===== src/rtl/rvv_issue_pkg.sv =====
// rtl/rvv_issue_pkg.sv - shared types and constants for the RVV instruction issuer
package rvv_issue_pkg;

  typedef enum logic [1:0] {
    S_IDLE,
    S_ISSUE,
    S_GAP
  } issue_state_t;

  localparam logic [63:0] NOP_INSN    = '0;
  localparam int          ISSUE_CNT_W = 16;

endpackage


===== src/rtl/rvv_sync_fifo.sv =====
// rtl/rvv_sync_fifo.sv - synchronous FIFO with flush, occupancy count and full/empty flags
module rvv_sync_fifo #(
  parameter int WIDTH = 32,
  parameter int DEPTH = 8
) (
  input  logic                     clk,
  input  logic                     rst,
  input  logic                     push,
  input  logic [WIDTH-1:0]         din,
  input  logic                     pop,
  input  logic                     flush,
  output logic [WIDTH-1:0]         dout,
  output logic [$clog2(DEPTH):0]   count,
  output logic                     full,
  output logic                     empty
);

  localparam int AW = $clog2(DEPTH);

  logic [WIDTH-1:0] mem [DEPTH];
  logic [AW:0]      wr_ptr;
  logic [AW:0]      rd_ptr;
  logic             do_push;
  logic             do_pop;

  // The extra pointer MSB separates a full buffer from an empty one.
  assign empty   = (wr_ptr == rd_ptr);
  assign full    = (wr_ptr[AW] != rd_ptr[AW]) && (wr_ptr[AW-1:0] == rd_ptr[AW-1:0]);
  assign count   = wr_ptr - rd_ptr;
  assign dout    = mem[rd_ptr[AW-1:0]];
  assign do_push = push && !full && !flush;
  assign do_pop  = pop && !empty && !flush;

  always_ff @(posedge clk) begin
    if (!rst) begin
      wr_ptr <= '0;
      rd_ptr <= '0;
    end else if (flush) begin
      wr_ptr <= '0;
      rd_ptr <= '0;
    end else begin
      if (do_push) wr_ptr <= wr_ptr + 1'b1;
      if (do_pop)  rd_ptr <= rd_ptr + 1'b1;
    end
  end

  always_ff @(posedge clk) begin
    if (do_push) mem[wr_ptr[AW-1:0]] <= din;
  end

endmodule


===== src/rtl/rvv_insn_issuer.sv =====
// rtl/rvv_insn_issuer.sv - buffers host RVV instructions and issues them to the core with NOP gaps
module rvv_insn_issuer
  import rvv_issue_pkg::*;
#(
  parameter int INSN_WIDTH = 32,
  parameter int DEPTH      = 8,
  parameter int GAP        = 1
) (
  input  logic                   clk,
  input  logic                   rst,
  input  logic [INSN_WIDTH-1:0]  host_insn,
  input  logic                   host_valid,
  output logic                   host_ready,
  input  logic                   flush,
  input  logic                   core_stall,
  output logic [INSN_WIDTH-1:0]  insn_out,
  output logic                   insn_out_valid,
  output logic [$clog2(DEPTH):0] fifo_count,
  output logic [15:0]            issued_count
);

  localparam logic [INSN_WIDTH-1:0] NOP      = NOP_INSN[INSN_WIDTH-1:0];
  localparam logic [3:0]            GAP_LOAD = GAP[3:0];

  issue_state_t            state_q;
  issue_state_t            state_d;
  logic [3:0]              gap_q;
  logic [3:0]              gap_d;
  logic                    take;
  logic                    pop;
  logic                    push;
  logic                    can_issue;
  logic [INSN_WIDTH-1:0]   insn_d;
  logic [INSN_WIDTH-1:0]   fifo_dout;
  logic                    fifo_full;
  logic                    fifo_empty;
  logic [ISSUE_CNT_W-1:0]  issued_q;

  // Ready comes from the registered occupancy only, so a pop never frees a slot the same cycle.
  assign host_ready   = !fifo_full && rst;
  assign push         = host_valid && host_ready;
  assign can_issue    = !fifo_empty && !core_stall;
  assign issued_count = issued_q;

  rvv_sync_fifo #(
    .WIDTH (INSN_WIDTH),
    .DEPTH (DEPTH)
  ) u_fifo (
    .clk   (clk),
    .rst   (rst),
    .push  (push),
    .din   (host_insn),
    .pop   (pop),
    .flush (flush),
    .dout  (fifo_dout),
    .count (fifo_count),
    .full  (fifo_full),
    .empty (fifo_empty)
  );

  // The last gap cycle behaves like idle, so GAP counts the NOP cycles between instructions.
  always_comb begin
    state_d = state_q;
    gap_d   = gap_q;
    take    = 1'b0;
    case (state_q)
      S_IDLE: take = can_issue;
      S_ISSUE: begin
        if (GAP == 0) begin
          take = can_issue;
          if (!can_issue) state_d = S_IDLE;
        end else begin
          gap_d   = GAP_LOAD;
          state_d = S_GAP;
        end
      end
      S_GAP: begin
        if (gap_q <= 4'd1) begin
          gap_d = '0;
          take  = can_issue;
          if (!can_issue) state_d = S_IDLE;
        end else begin
          gap_d = gap_q - 4'd1;
        end
      end
      default: state_d = S_IDLE;
    endcase
    if (flush) begin
      state_d = S_IDLE;
      gap_d   = '0;
      take    = 1'b0;
    end
    if (take) state_d = S_ISSUE;
    pop    = take;
    insn_d = take ? fifo_dout : NOP;
  end

  always_ff @(posedge clk) begin
    if (!rst) begin
      state_q        <= S_IDLE;
      gap_q          <= '0;
      insn_out       <= NOP;
      insn_out_valid <= 1'b0;
      issued_q       <= '0;
    end else begin
      state_q        <= state_d;
      gap_q          <= gap_d;
      insn_out       <= insn_d;
      insn_out_valid <= take;
      // An instruction on insn_out during its issue cycle is delivered, flush or not.
      if (state_q == S_ISSUE) issued_q <= issued_q + 16'd1;
    end
  end

endmodule

===== config.mk =====
export PLATFORM = sky130hd
export DESIGN_NAME = rvv_insn_issuer
export DESIGN_NICKNAME = d
export VERILOG_FILES = /design/src/rtl/rvv_issue_pkg.sv /design/src/rtl/rvv_sync_fifo.sv /design/src/rtl/rvv_insn_issuer.sv
export SDC_FILE = /design/constraint.sdc
export NUM_CORES = 1
export LEC_CHECK = 0
export BUFFER_PORTS_ARGS = -buffer_cell sky130_fd_sc_hd__buf_2
export CAP_MARGIN = 20
export CORE_MARGIN = 10
export CORE_UTILIZATION = 57
export DETAILED_ROUTE_END_ITERATION = 8
export PLACE_DENSITY = 0.84
export SYNTH_ARGS = -nofsm -noshare
export SYNTH_HDL_FRONTEND = slang
export SYNTH_SLANG_ARGS = --single-unit

===== constraint.sdc =====
create_clock -name clk -period 7.4 [get_ports clk]
set_clock_uncertainty 0.15 [all_clocks]
set_input_delay 0.37 -clock clk [delete_from_list [all_inputs] [get_ports clk]]
set_output_delay 0.37 -clock clk [all_outputs]
set_load 0.02 [all_outputs]

# Word level (Yosys, flattened, before mapping)
# Memory sizes are Yosys's and may differ from the RTL's. A register that Yosys moved wholly into a read port is not among the register bits.
# Index checks and enable logic that the tools add are counted.
[classes]
eq_ne = 10
n_reduce_logical = 20
n_addsub = 5
muxes = 12
bitwise = 2
order_cmp = 1
[op_table]
columns = ["operator", "n"]
rows = [
  ["adder 16 x 1 -> 16 bit, second input constant", 1],
  ["adder 4 x 1 -> 4 bit, second input constant", 2],
  ["logical AND 1 bit", 8],
  ["inequality test 4 x 3 -> 1 bit, second input constant", 2],
  ["one-hot mux 4 bit (2 select lines)", 1],
  ["two-way mux 1 bit", 6],
  ["one-hot mux 2 bit (3 select lines)", 1],
  ["AND reduction 3 bit", 2],
  ["zero test 1 bit", 5],
  ["equality test 4 bit", 1],
  ["less-or-equal comparator 4 x 1 -> 1 bit, second input constant", 1],
  ["two-way mux 2 bit", 2],
  ["two-way mux 4 bit", 1],
  ["inequality test 2 bit, second input constant", 2],
  ["subtractor 4 x 1 -> 4 bit, second input constant", 1],
  ["subtractor 4 bit", 1],
  ["equality test 3 bit", 1],
  ["inequality test 3 x 2 -> 1 bit, second input constant", 1],
  ["OR reduction 3 bit", 1],
  ["equality test 2 x 1 -> 1 bit, second input constant", 1],
  ["equality test 2 bit, second input constant", 1],
  ["zero test 2 bit", 1],
  ["NOT 1 bit", 2],
  ["one-hot mux 1 bit (2 select lines)", 1],
  ["other kinds (4)", 4],
]
[totals]
input_bits = 37
wordCells = 58
register_bits = 31
mem_count = 1
ram_bits = 256
out_inout_bits = 54
[memory_table]
columns = ["name", "words", "word_bits", "read_ports", "rd_clocked_by_memory_dff", "wr", "line", "rtl"]
rows = [
  ["u_fifo.mem", 8, 32, 1, 1, 1, "rvv_sync_fifo.sv:20", "logic [WIDTH-1:0] mem [DEPTH];"],
]

# Longest topological paths before layout
# Gate-level depths: netlist of run 1.
[depth]
depth_word = 9
ltp_mapped = 9
mapped_depth_nobuf = 6

# Modules after synthesis
# A second synthesis of run 1 with hierarchy kept.
[hier_totals]
hier_cells = 652
area_unflattened_um2 = 12579.6
[modules_own_cells]
columns = ["mod", "cells_each", "instances", "seq_area_each_um2", "area_per_inst_um2"]
rows = [
  ["rvv_sync_fifo", 448, 1, 7907.6, 10423.7],
  ["rvv_insn_issuer", 204, 1, 1101.1, 2155.8],
]

# Worst setup path before layout of run 1
# Ideal clock, no wire load.
[synth_path]
path_kind = "reg-to-reg"
startpoint = "register u_fifo.rd_ptr[1]"
endpoint = "memory u_fifo.mem[0][0], enable pin"
path_stages_with_launch = 9
setup_time_ps = 461
synth_period_minus_slack_ps = 4777
arrival_ps = 4166
slack_ps = 2623
n_path_buf = 2
required_ps = 6789
cell_sequence = "dfxtp_1 -> buf_2 -> buf_1 -> inv_1 -> ha_1 -> nand3_1 -> o21ai_1 -> or3_1 -> nor3_1"
[synth_via]
elab_chain_cells = 9
[synth_lines]
columns = ["element", "line", "rtl"]
rows = [
  ["from (decl)", "rvv_sync_fifo.sv:22", "logic [AW:0] rd_ptr;"],
  ["from (signal assigned)", "rvv_sync_fifo.sv:43", "if (do_pop) rd_ptr <= rd_ptr + 1'b1;"],
  ["equality test 3 bit *", "rvv_sync_fifo.sv:28", "assign full = (wr_ptr[AW] != rd_ptr[AW]) && (wr_ptr[AW-1:0] == rd_ptr[AW-1:0]);"],
  ["logical AND 1 bit *", "rvv_sync_fifo.sv:28", ""],
  ["zero test 1 bit *", "rvv_sync_fifo.sv:31, rvv_insn_issuer.sv:40", ""],
  ["logical AND 1 bit", "rvv_insn_issuer.sv:40", "assign host_ready = !fifo_full && rst;"],
  ["logical AND 1 bit", "rvv_insn_issuer.sv:41", "assign push = host_valid && host_ready;"],
  ["logical AND 1 bit * (2 in series)", "rvv_sync_fifo.sv:31", "assign do_push = push && !full && !flush;"],
  ["two-way mux 1 bit *", "rvv_sync_fifo.sv:48", "if (do_push) mem[wr_ptr[AW-1:0]] <= din;"],
  ["two-way mux 1 bit (not written as such) *", "rvv_sync_fifo.sv:48", ""],
  ["to (decl)", "rvv_sync_fifo.sv:20", ""],
]
# Mark *: on every way between the ends. The rest lies on a longest branch, timed or not.

# Worst setup path in the final report of run 1
[layout_path]
startpoint = "register u_fifo.rd_ptr[1]"
endpoint = "memory u_fifo.mem[0][21], enable pin"
# Same word-level chain as after synthesis.

==> results.py, run 1 <==
metrics = {
    "floorplan": {
        "start_util_pct": 57.6,
        "fp.dieArea_um2": 27300,
        "ios": 91,
        "coreArea_um2": 20900,
        "dieWidth_um": 165,
        "num_rows": 53,
        "dieHeight_um": 165,
    },
    "timing": {
        "rsz0062_at_grt": "no",
        "fin_crit_sh_pct": 56.5,
        "tightest_slew_ns": 1.05,
        "tns_ns": 0,
        "setup_viol": 0,
        "drv_slew": 0,
        "fmax_mhz": 239,
        "min_period_ns": 4.18,
        "hold_violations": 0,
        "slew_headroom_pct": 29.5,
    },
    "final_layout": {
        "fill_cells": 1304,
        "seq_area_um2": 8960,
        "nets": 858,
        "syn_to_final_growth_pct": 17.5,
        "multi_input_area_um2": 2950,
        "fin_util_pct": 67.7,
        "drive_gt1_share_pct": 27.4,
    },
    "route": {
        "wl_met2_mm": 13.3,
        "drc": 0,
        "wl_met1_mm": 9.81,
        "drtAntennaViolNets": 0,
        "firstDrtPassIters": 6,
        "vias_per_cell": 5.79,
        "drt_iter0_markers": 627,
        "routedWlPerCell_um": 22.7,
        "num_vias": 6413,
        "drt_wl_total_mm": 25.2,
        "met3_length_mm": 1.45,
        "highest_layer": "met4",
    },
    "synth": {
        "synthFlopType": "edfxtp_1",
        "yosysMostFrequentCell": "edfxtp_1",
        "synth.ff_latch_count": 319,
        "yosysTopAreaCell": "edfxtp_1",
        "yosysWarnings": 0,
        "synthTopCellsByArea": "edfxtp_1, mux4_2, dfxtp_1, nand2_1, a21oi_1",
        "synth_edf_count": 256,
        "syn_nets": 723,
        "seq_area_frac_synth_pct": 74.4,
        "synthCells": 674,
        "synthArstFlopShare_pct": 0,
        "synth_cell_type_count": 46,
        "synthTopCellsByCount": "edfxtp_1, nand2_1, mux4_2",
        "syn_area_um2": 12000,
        "avgSynthCellArea_um2": 17.8,
        "synth_top_area_share_pct": 63.9,
    },
    "clock_network": {
        "cts_tree": "built",
        "clock-sinks": 319,
        "clkTransAtPathRegs_ns": 0.06,
        "cts_resized": 0,
        "holdBufCountCts": 33,
        "post_cts_buffers": 0,
        "cts_max_level": 1,
        "insertion_delay_ns": 0.57,
        "cts_buffer_depth": 3,
        "cts-root-buf": "clkbuf_16",
        "numCtsBuffers": 30,
    },
    "power_and_ir_drop": {
        "power_switching_mw": 0.721,
        "clkPwrFrac_pct": 41.6,
        "power_density_nw_per_um2": 248,
        "vdd_drop_max_mv": 0.254,
        "p_seq_share_pct": 55.6,
        "leakage_nw": 4.83,
        "p_sw_share_pct": 20.6,
        "p_int_mw": 2.79,
        "comb_power_share_pct": 2.8,
    },
    "placement": {
        "dp_hpwl_mm": 14.1,
        "place.gp.congestion": 0.860,
        "io_buffer_count": 90,
    },
    "worst_setup_path": {
        "cp.required_ns": 7.48,
        "end_kind": "flip-flop",
        "startpoint_type": "flip-flop",
        "critPathArrivalTime_ns": 4.26,
        "timing_worst_setup_path_type": "reg -> reg",
        "critPathMaxFanout": 68,
        "ff2ff_path_depth": 7,
        "rrSetupSlack_ns": 3.22,
    },
    "hold_path": {
        "worstHoldPathCells": 4,
        "hold_class": "in -> reg",
    },
    "global_route": {
        "grt_pass1_vias": 6940,
        "grt_max_degree": 69,
        "overflow": 0,
        "antenna_found_initial": 0,
        "grt.total_usage_pct": 18.5,
        "grt_pass1_wl_mm": 39.0,
    },
    "status": {
        "run_status": "finished clean",
    },
    "run": {
        "cap_violations": 0,
    },
}
[sequential cells by signal (all words and copies together) (netlist names)]
| register | cells |
|---|---|
| gap_q | 4 |
| insn_out | 32 |
| insn_out_valid | 1 |
| issued_count | 16 |
| state_q | 2 |
| u_fifo.mem | 256 |
| u_fifo.rd_ptr | 4 |
| u_fifo.wr_ptr | 4 |
[kinds of logic (layout without fill, tap and decap cells)]
kind of cell	Yosys count	after routing	synth area share, %
xor gates and xnor gates	19	19	1.45
adders and majority gates	12	12	1.31
other	0	1	0
buffers and inverters	43	200	1.58
muxes	69	69	12.4
and+or+nand+nor	153	153	5.96
DFF	319	319	74.4
AOI/OAI and AO/OA	59	59	2.88
[placed cells by master, fill, tap and decap left out, types with 5 or more instances in the layout]
cell type and count:
dlygate4sd3_1 33, inv_1 13, buf_4 6, xor2_1 7, nand4_1 5, nor2_4 5, nand3_1 8, nand2b_1 6
mux4_2 64, buf_2 90, xnor2_1 11, clkinv_2 6, a21oi_1 38, mux2i_1 5, nor2_1 10, nor3_1 5
ha_1 11, and2_1 12, dfxtp_1 60, nand2_1 81, o21ai_0 5, clkinvlp_4 7, clkbuf_16 30, edfxtp_1 256
clkinv_1 5
[cell type report]
type / count / share of cell area, %
diodes: 1 / 0.0177
clock buffers: 34 / 5.56
clock inverters: 20 / 1.08
inverters: 14 / 0.372
multi-input cells: 312 / 20.8
well taps: 275 / 2.43
repair buffers: 132 / 6.32
flip-flops and latches: 319 / 63.4
[critical path: stages (launching register included)]
cell and delay, ns:
dfxtp_4 1.03, inv_1 0.16, ha_1 0.37, nand3_1 0.13
o21ai_1 0.15, or3_1 0.52, nor3_2 0.85, buf_4 0.48
[final timing paths]
| path | startpoint | to |
|---|---|---|
| setup / recovery | u_fifo.rd_ptr[1] | u_fifo.mem[0][21] |
| hold / removal | flush | u_fifo.rd_ptr[0] |
| setup reg to reg | u_fifo.rd_ptr[1] | u_fifo.mem[0][21] |
| hold reg to reg | issued_count[14] | issued_count[14] |
[power by group through the flow]
stage               Clock, mW  Combinational [mW]  Sequential, mW
floorplan                   0              0.0424            1.99
global placement            0              0.0776            1.99
detailed placement          0              0.0835            1.99
CTS                      1.47              0.0988            1.95
global route             1.54               0.108            1.95
finish                   1.46              0.0990            1.95
[metrics by stage]
step / total power [mW] / instance area, um2 / setup WS (ns) / hold WS (ns) / std cells
2_1_floorplan: 2.03 / 12000 / 2.62 / 0.303 / 674
3_3_place_gp: 2.06 / 12800 / 3.37 / 0.304 / 1016
3_5_place_dp: 2.07 / 12800 / 3.21 / 0.331 / 1016
4_1_cts: 3.52 / 14100 / 3.22 / 0.0716 / 1103
5_1_grt: 3.60 / 14100 / 2.99 / 0.111 / 1106
6_report: 3.51 / 14100 / 3.22 / 0.0862 / 1107
[routing by layer]
| metal | track usage, % | vias to the layer above |
|---|---|---|
| li1 | - | 2870 |
| met1 | 22.3 | 3266 |
| met2 | 32.9 | 237 |
| met3 | 3.84 | 40 |
| met4 | 5.64 | 0 |
| met5 | 0 | - |
(Power assumes the default switching activity.)
==> inputs of run 2 (changes only) <==
- clock period: 7.4 -> 4.26 ns (I/O delays scaled with it)
==> run 2 against run 1 <==
  * Combinational power rose by 84%
  * Worst hold slack improved by 0.25 ns
  * Register-to-register slack got worse by 2.2 ns
  * Count of clock-buffer cells in the layout increased by 5
  * Global-route usage grew 0.60 points
  * Non-clock buffer count rose by 7
  * Flip-flop and latch count unchanged
  * Critical endpoint is now u_fifo.mem[1][11]
  * Sequential power is 73% higher
  * First-iteration DRC count shrank 6.1%
  * Routed wire length rose by 2.3%
==> results.py, run 2 (synthesis results as in run 1) <==
metrics = {
    "route": {
        "drtAntennaViolNets": 0,
        "drc": 0,
        "vias_per_cell": 5.92,
        "num_vias": 6617,
        "routedWlPerCell_um": 23.0,
        "firstDrtPassIters": 5,
        "drt_wl_total_mm": 25.7,
        "drt_iter0_markers": 589,
    },
    "worst_setup_path": {
        "end_kind": "flip-flop",
        "r2r-end": "u_fifo.mem[1][11]",
        "slowest_delay_ns": 0.73,
        "crit_path_cell_trace": "ha_1 -> nand3_1 -> o21ai_1 -> or3_1 -> nor3_4 -> buf_12",
        "r2r_start": "u_fifo.wr_ptr[2]",
        "slowest_stage": "nor3_4",
        "startpoint_type": "flip-flop",
        "critPathTopFamily": "simple AND/OR/NAND/NOR gates",
        "ff2ff_path_depth": 6,
        "timing_worst_setup_path_type": "reg -> reg",
        "rrSetupSlack_ns": 1.07,
        "critPathMaxFanout": 19,
        "path_buf_inv": 1,
        "cp.required_ns": 4.36,
        "critPathArrivalTime_ns": 3.29,
    },
    "global_route": {
        "antenna_found_initial": 1,
        "grt_pass1_vias": 7088,
        "grt_pass1_wl_mm": 40.4,
        "grt_max_degree": 68,
        "overflow": 0,
        "grt.total_usage_pct": 19.1,
    },
    "timing": {
        "slew_headroom_pct": 36.5,
        "fmax_mhz": 313,
        "fin_crit_sh_pct": 74.9,
        "tns_ns": 0,
        "rsz0062_at_grt": "no",
        "hold_violations": 0,
        "min_period_ns": 3.19,
        "drv_slew": 0,
        "setup_viol": 0,
        "tightest_slew_ns": 0.952,
    },
    "clock_network": {
        "numCtsBuffers": 31,
        "insertion_delay_ns": 0.56,
        "cts-root-buf": "clkbuf_16",
        "cts_max_level": 1,
        "clock-sinks": 319,
        "clkTransAtPathRegs_ns": 0.06,
        "cts_tree": "built",
        "cts_buffer_depth": 3,
    },
    "final_layout": {
        "nets": 866,
        "seq_area_um2": 8960,
        "syn_to_final_growth_pct": 18.7,
        "layout_common_cells": "edfxtp_1, buf_2, nand2_1",
        "final_cell_area_um2": 14300,
        "largest_register_ffs": 256,
        "antenna_cells": 0,
        "multi_input_area_um2": 2960,
        "final_common_cell": "edfxtp_1",
        "fill_cells": 1295,
        "drive_gt1_share_pct": 27.8,
    },
    "hold_path": {
        "hold_class": "in -> reg",
        "worstHoldEndpoint": "u_fifo.mem[1][19]",
        "worstHoldPathCells": 2,
        "hp-start": "host_insn[19]",
    },
    "floorplan": {
        "ios": 91,
        "num_rows": 53,
        "start_util_pct": 57.6,
        "coreArea_um2": 20900,
        "dieHeight_um": 165,
        "dieWidth_um": 165,
        "fp.dieArea_um2": 27300,
    },
    "placement": {
        "dp_hpwl_mm": 14.6,
        "placed_area_um2": 12900,
        "place.gp.congestion": 0.847,
        "io_buffer_count": 90,
    },
    "run": {
        "cap_violations": 0,
    },
    "power_and_ir_drop": {
        "vdd_drop_max_mv": 0.451,
        "power_density_nw_per_um2": 441,
        "leakage_nw": 4.91,
    },
    "status": {
        "run_status": "finished clean",
    },
}
run 2: metrics by stage:
step | util (%) | total power, mW | hold slack (ns) | setup slack, ns | cells
global placement | 61.7 | 3.59 | 0.312 | 1.24 | 1023
floorplan | - | 3.53 | 0.162 | 0.340 | 674
detailed placement | 61.7 | 3.60 | 0.332 | 1.13 | 1023
global route | 68.4 | 6.47 | 0.341 | 0.969 | 1117
CTS | 68.4 | 6.33 | 0.295 | 1.06 | 1117
finish | 68.4 | 6.30 | 0.332 | 1.07 | 1117
run 2: cell type report:
type,count,area share [%]
clock buffer,39,5.99
timing repair buffer,139,6.54
inverter,14,0.368
multi-input combinational,312,20.7
sequential,319,62.7
tap,275,2.41
clock inverter,19,1.24
run 2: worst register-to-register path, stage by stage, from the launching register on:
cell and delay, ns:
dfxtp_1 0.56, ha_1 0.37, nand3_1 0.16, o21ai_1 0.14
or3_1 0.51, nor3_4 0.73, buf_12 0.27
run 2: worst max-delay path by stage:
stage	from	to	cells past startpoint
after floorplan	u_fifo.rd_ptr[1]	u_fifo.mem[6][0]	8
after global placement	u_fifo.wr_ptr[2]	u_fifo.mem[0][15]	6
final	u_fifo.wr_ptr[2]	u_fifo.mem[1][11]	6
after global routing	u_fifo.wr_ptr[2]	u_fifo.mem[1][11]	6
after CTS	u_fifo.wr_ptr[2]	u_fifo.mem[1][11]	6
after detailed placement	u_fifo.wr_ptr[2]	u_fifo.mem[1][17]	6
run 2: what timing repair did:
item | 4_1_cts | 5_1_grt
gates resized for setup | 0 | 0
endpoints found under the hold margin | 281 | 0
hold buffers | 36 | 0
setup buffers | 0 | 0
run 2: where the power goes:
group	internal, mW	switching, mW	total, mW
Sequential	3.38	0.00672	3.38
Clock	1.60	1.14	2.74
Combinational	0.0776	0.104	0.182
run 2: per-layer routing:
metal | global-route usage (%) | wire length, um | share of wire, % | up-vias
met5 | 0 | 7 | 0.027 | -
met4 | 5.39 | 534 | 2.1 | 2
met3 | 3.05 | 1850 | 7.2 | 50
met2 | 33.7 | 13600 | 53 | 312
met1 | 24.0 | 9760 | 38 | 3355
li1 | - | - | - | 2898
==> inputs of run 3 (changes only) <==
- CORE_UTILIZATION: 57 -> 54
- clock period: 4.26 -> 2.7 ns (I/O delays scaled with it)
==> run 3 against run 2 <==
  * Clock power rose by 45%
  * Global-route usage fell by 1.8 points
  * Cell area rose by 1.1%
  * Sequential power rose by 58%
  * Non-clock buffer count rose by 15
  * Critical endpoint is now u_fifo.mem[0][27]
  * Flip-flop and latch count did not move
  * Fmax rose by 27%
  * Core utilization fell by 2.4 points
==> results.py, run 3 (synthesis results as in run 1) <==
metrics = {
    "global_route": {
        "use_met1_pct": 23.7,
        "busiest_layer": "met2",
        "antenna_found_initial": 0,
        "grt_use_met3_pct": 3.43,
        "grt_pass1_vias": 6936,
        "met2_usage_pct": 28.1,
        "grt_max_degree": 69,
        "grt_pass1_wl_mm": 39.4,
        "grt.total_usage_pct": 17.3,
        "overflow": 0,
    },
    "route": {
        "drt_wl_total_mm": 24.9,
        "vias_per_cell": 5.78,
        "firstDrtPassIters": 5,
        "drt_iter0_markers": 513,
        "drc": 0,
        "drtAntennaViolNets": 0,
        "routedWlPerCell_um": 21.9,
        "num_vias": 6576,
    },
    "worst_setup_path": {
        "slowest_stage": "or3_4",
        "end_kind": "flip-flop",
        "timing_worst_setup_path_type": "reg -> reg",
        "critPathMaxFanout": 20,
        "crit_path_cell_trace": "inv_1 -> ha_1 -> nand3_4 -> o21ai_4 -> or3_4 -> nor3_4 -> buf_4",
        "startpoint_type": "flip-flop",
        "cp.required_ns": 2.78,
        "critPathArrivalTime_ns": 2.58,
        "slowest_delay_ns": 0.48,
    },
    "timing": {
        "min_period_ns": 2.51,
        "slew_headroom_pct": 53.1,
        "fin_crit_sh_pct": 92.8,
        "hold_violations": 0,
        "drv_slew": 0,
        "fmax_mhz": 399,
        "setup_viol": 0,
        "tns_ns": 0,
        "hold_slack_ns": 0.236,
        "tightest_slew_ns": 0.703,
        "rsz0062_at_grt": "no",
    },
    "clock_network": {
        "clkTransAtPathRegs_ns": 0.06,
        "insertion_delay_ns": 0.57,
        "clock-sinks": 319,
        "cts_buffer_depth": 3,
        "cts_tree": "built",
        "cts-root-buf": "clkbuf_16",
        "cts_max_level": 1,
        "numCtsBuffers": 31,
    },
    "run": {
        "cap_violations": 0,
    },
    "power_and_ir_drop": {
        "power_density_nw_per_um2": 665,
        "leakage_nw": 4.97,
        "p_total_mw": 9.60,
        "vdd_drop_max_mv": 0.571,
    },
    "floorplan": {
        "start_util_pct": 54.9,
        "fp.dieArea_um2": 28600,
        "num_rows": 54,
        "dieHeight_um": 169,
        "ios": 91,
        "coreArea_um2": 21900,
        "dieWidth_um": 169,
    },
    "final_layout": {
        "syn_to_final_growth_pct": 20.0,
        "final_cell_area_um2": 14400,
        "layout_common_cells": "edfxtp_1, buf_2, nand2_1",
        "antenna_cells": 0,
        "largest_register_ffs": 256,
        "final_common_cell": "edfxtp_1",
        "drive_gt1_share_pct": 29.1,
        "nets": 881,
    },
    "placement": {
        "placed_area_um2": 13100,
        "dp_hpwl_mm": 14.7,
        "place.gp.congestion": 0.792,
        "io_buffer_count": 90,
    },
    "hold_path": {
        "hold_class": "in -> reg",
    },
    "status": {
        "run_status": "finished clean",
    },
}
[run 3: through the flow]
| stage | instances | setup WS (ns) | utilization [%] |
|---|---|---|---|
| 2_1_floorplan | 674 | -0.211 | - |
| 3_3_place_gp | 1041 | 0.271 | 59.9 |
| 3_5_place_dp | 1041 | 0.210 | 59.9 |
| 4_1_cts | 1137 | 0.174 | 65.9 |
| 5_1_grt | 1137 | 0.0522 | 65.9 |
| 6_report | 1137 | 0.195 | 65.9 |
[run 3: final cells by class]
cell class	instances	area (um2)
Sequential cell	319	8960
Fill cell	1460	7460
Multi-Input combinational cell	312	3020
Timing Repair Buffer	154	1100
Clock buffer	43	841
Tap cell	280	350
Clock inverter	15	95.1
Inverter	14	65.1
[run 3: timing repair]
action                                  4_1_cts  5_1_grt
endpoints found under the setup margin        1        0
hold buffers                                 38        0
gates resized for setup                       1        0
setup buffers                                 0        0
hold endpoints to repair                    283        0
[run 3: path summary, 6_finish.rpt]
check | from | end | slack [ns] | depth (start not counted)
setup / recovery | u_fifo.wr_ptr[0] | u_fifo.mem[0][27] | 0.19 | 7
hold / removal | host_insn[1] | u_fifo.mem[3][1] | 0.24 | 2
setup reg to reg | u_fifo.wr_ptr[0] | u_fifo.mem[0][27] | 0.19 | 7
hold reg to reg | issued_count[15] | issued_count[15] | 0.32 | 2
[run 3: metal layers]
layer  wire (um)  vias to the layer above
li1            -                     2921
met1       10300                     3375
met2       12500                      236
met3        1640                       44
met4         470                        0
met5           0                        -
[run 3: worst max-delay path: cells and delay by family, from the launching register on]
kind | cells | cell delay, ns
buf+inv | 2 | 0.45
fa+ha+maj | 1 | 0.35
flops | 1 | 0.37
compound gates | 1 | 0.07
simple gates | 3 | 0.79
[run 3: where the power goes]
group / total, mW / internal, mW / switching (mW)
clock network: 3.97 / 2.19 / 1.78
logic: 0.294 / 0.129 / 0.165
registers: 5.34 / 5.33 / 0.00936
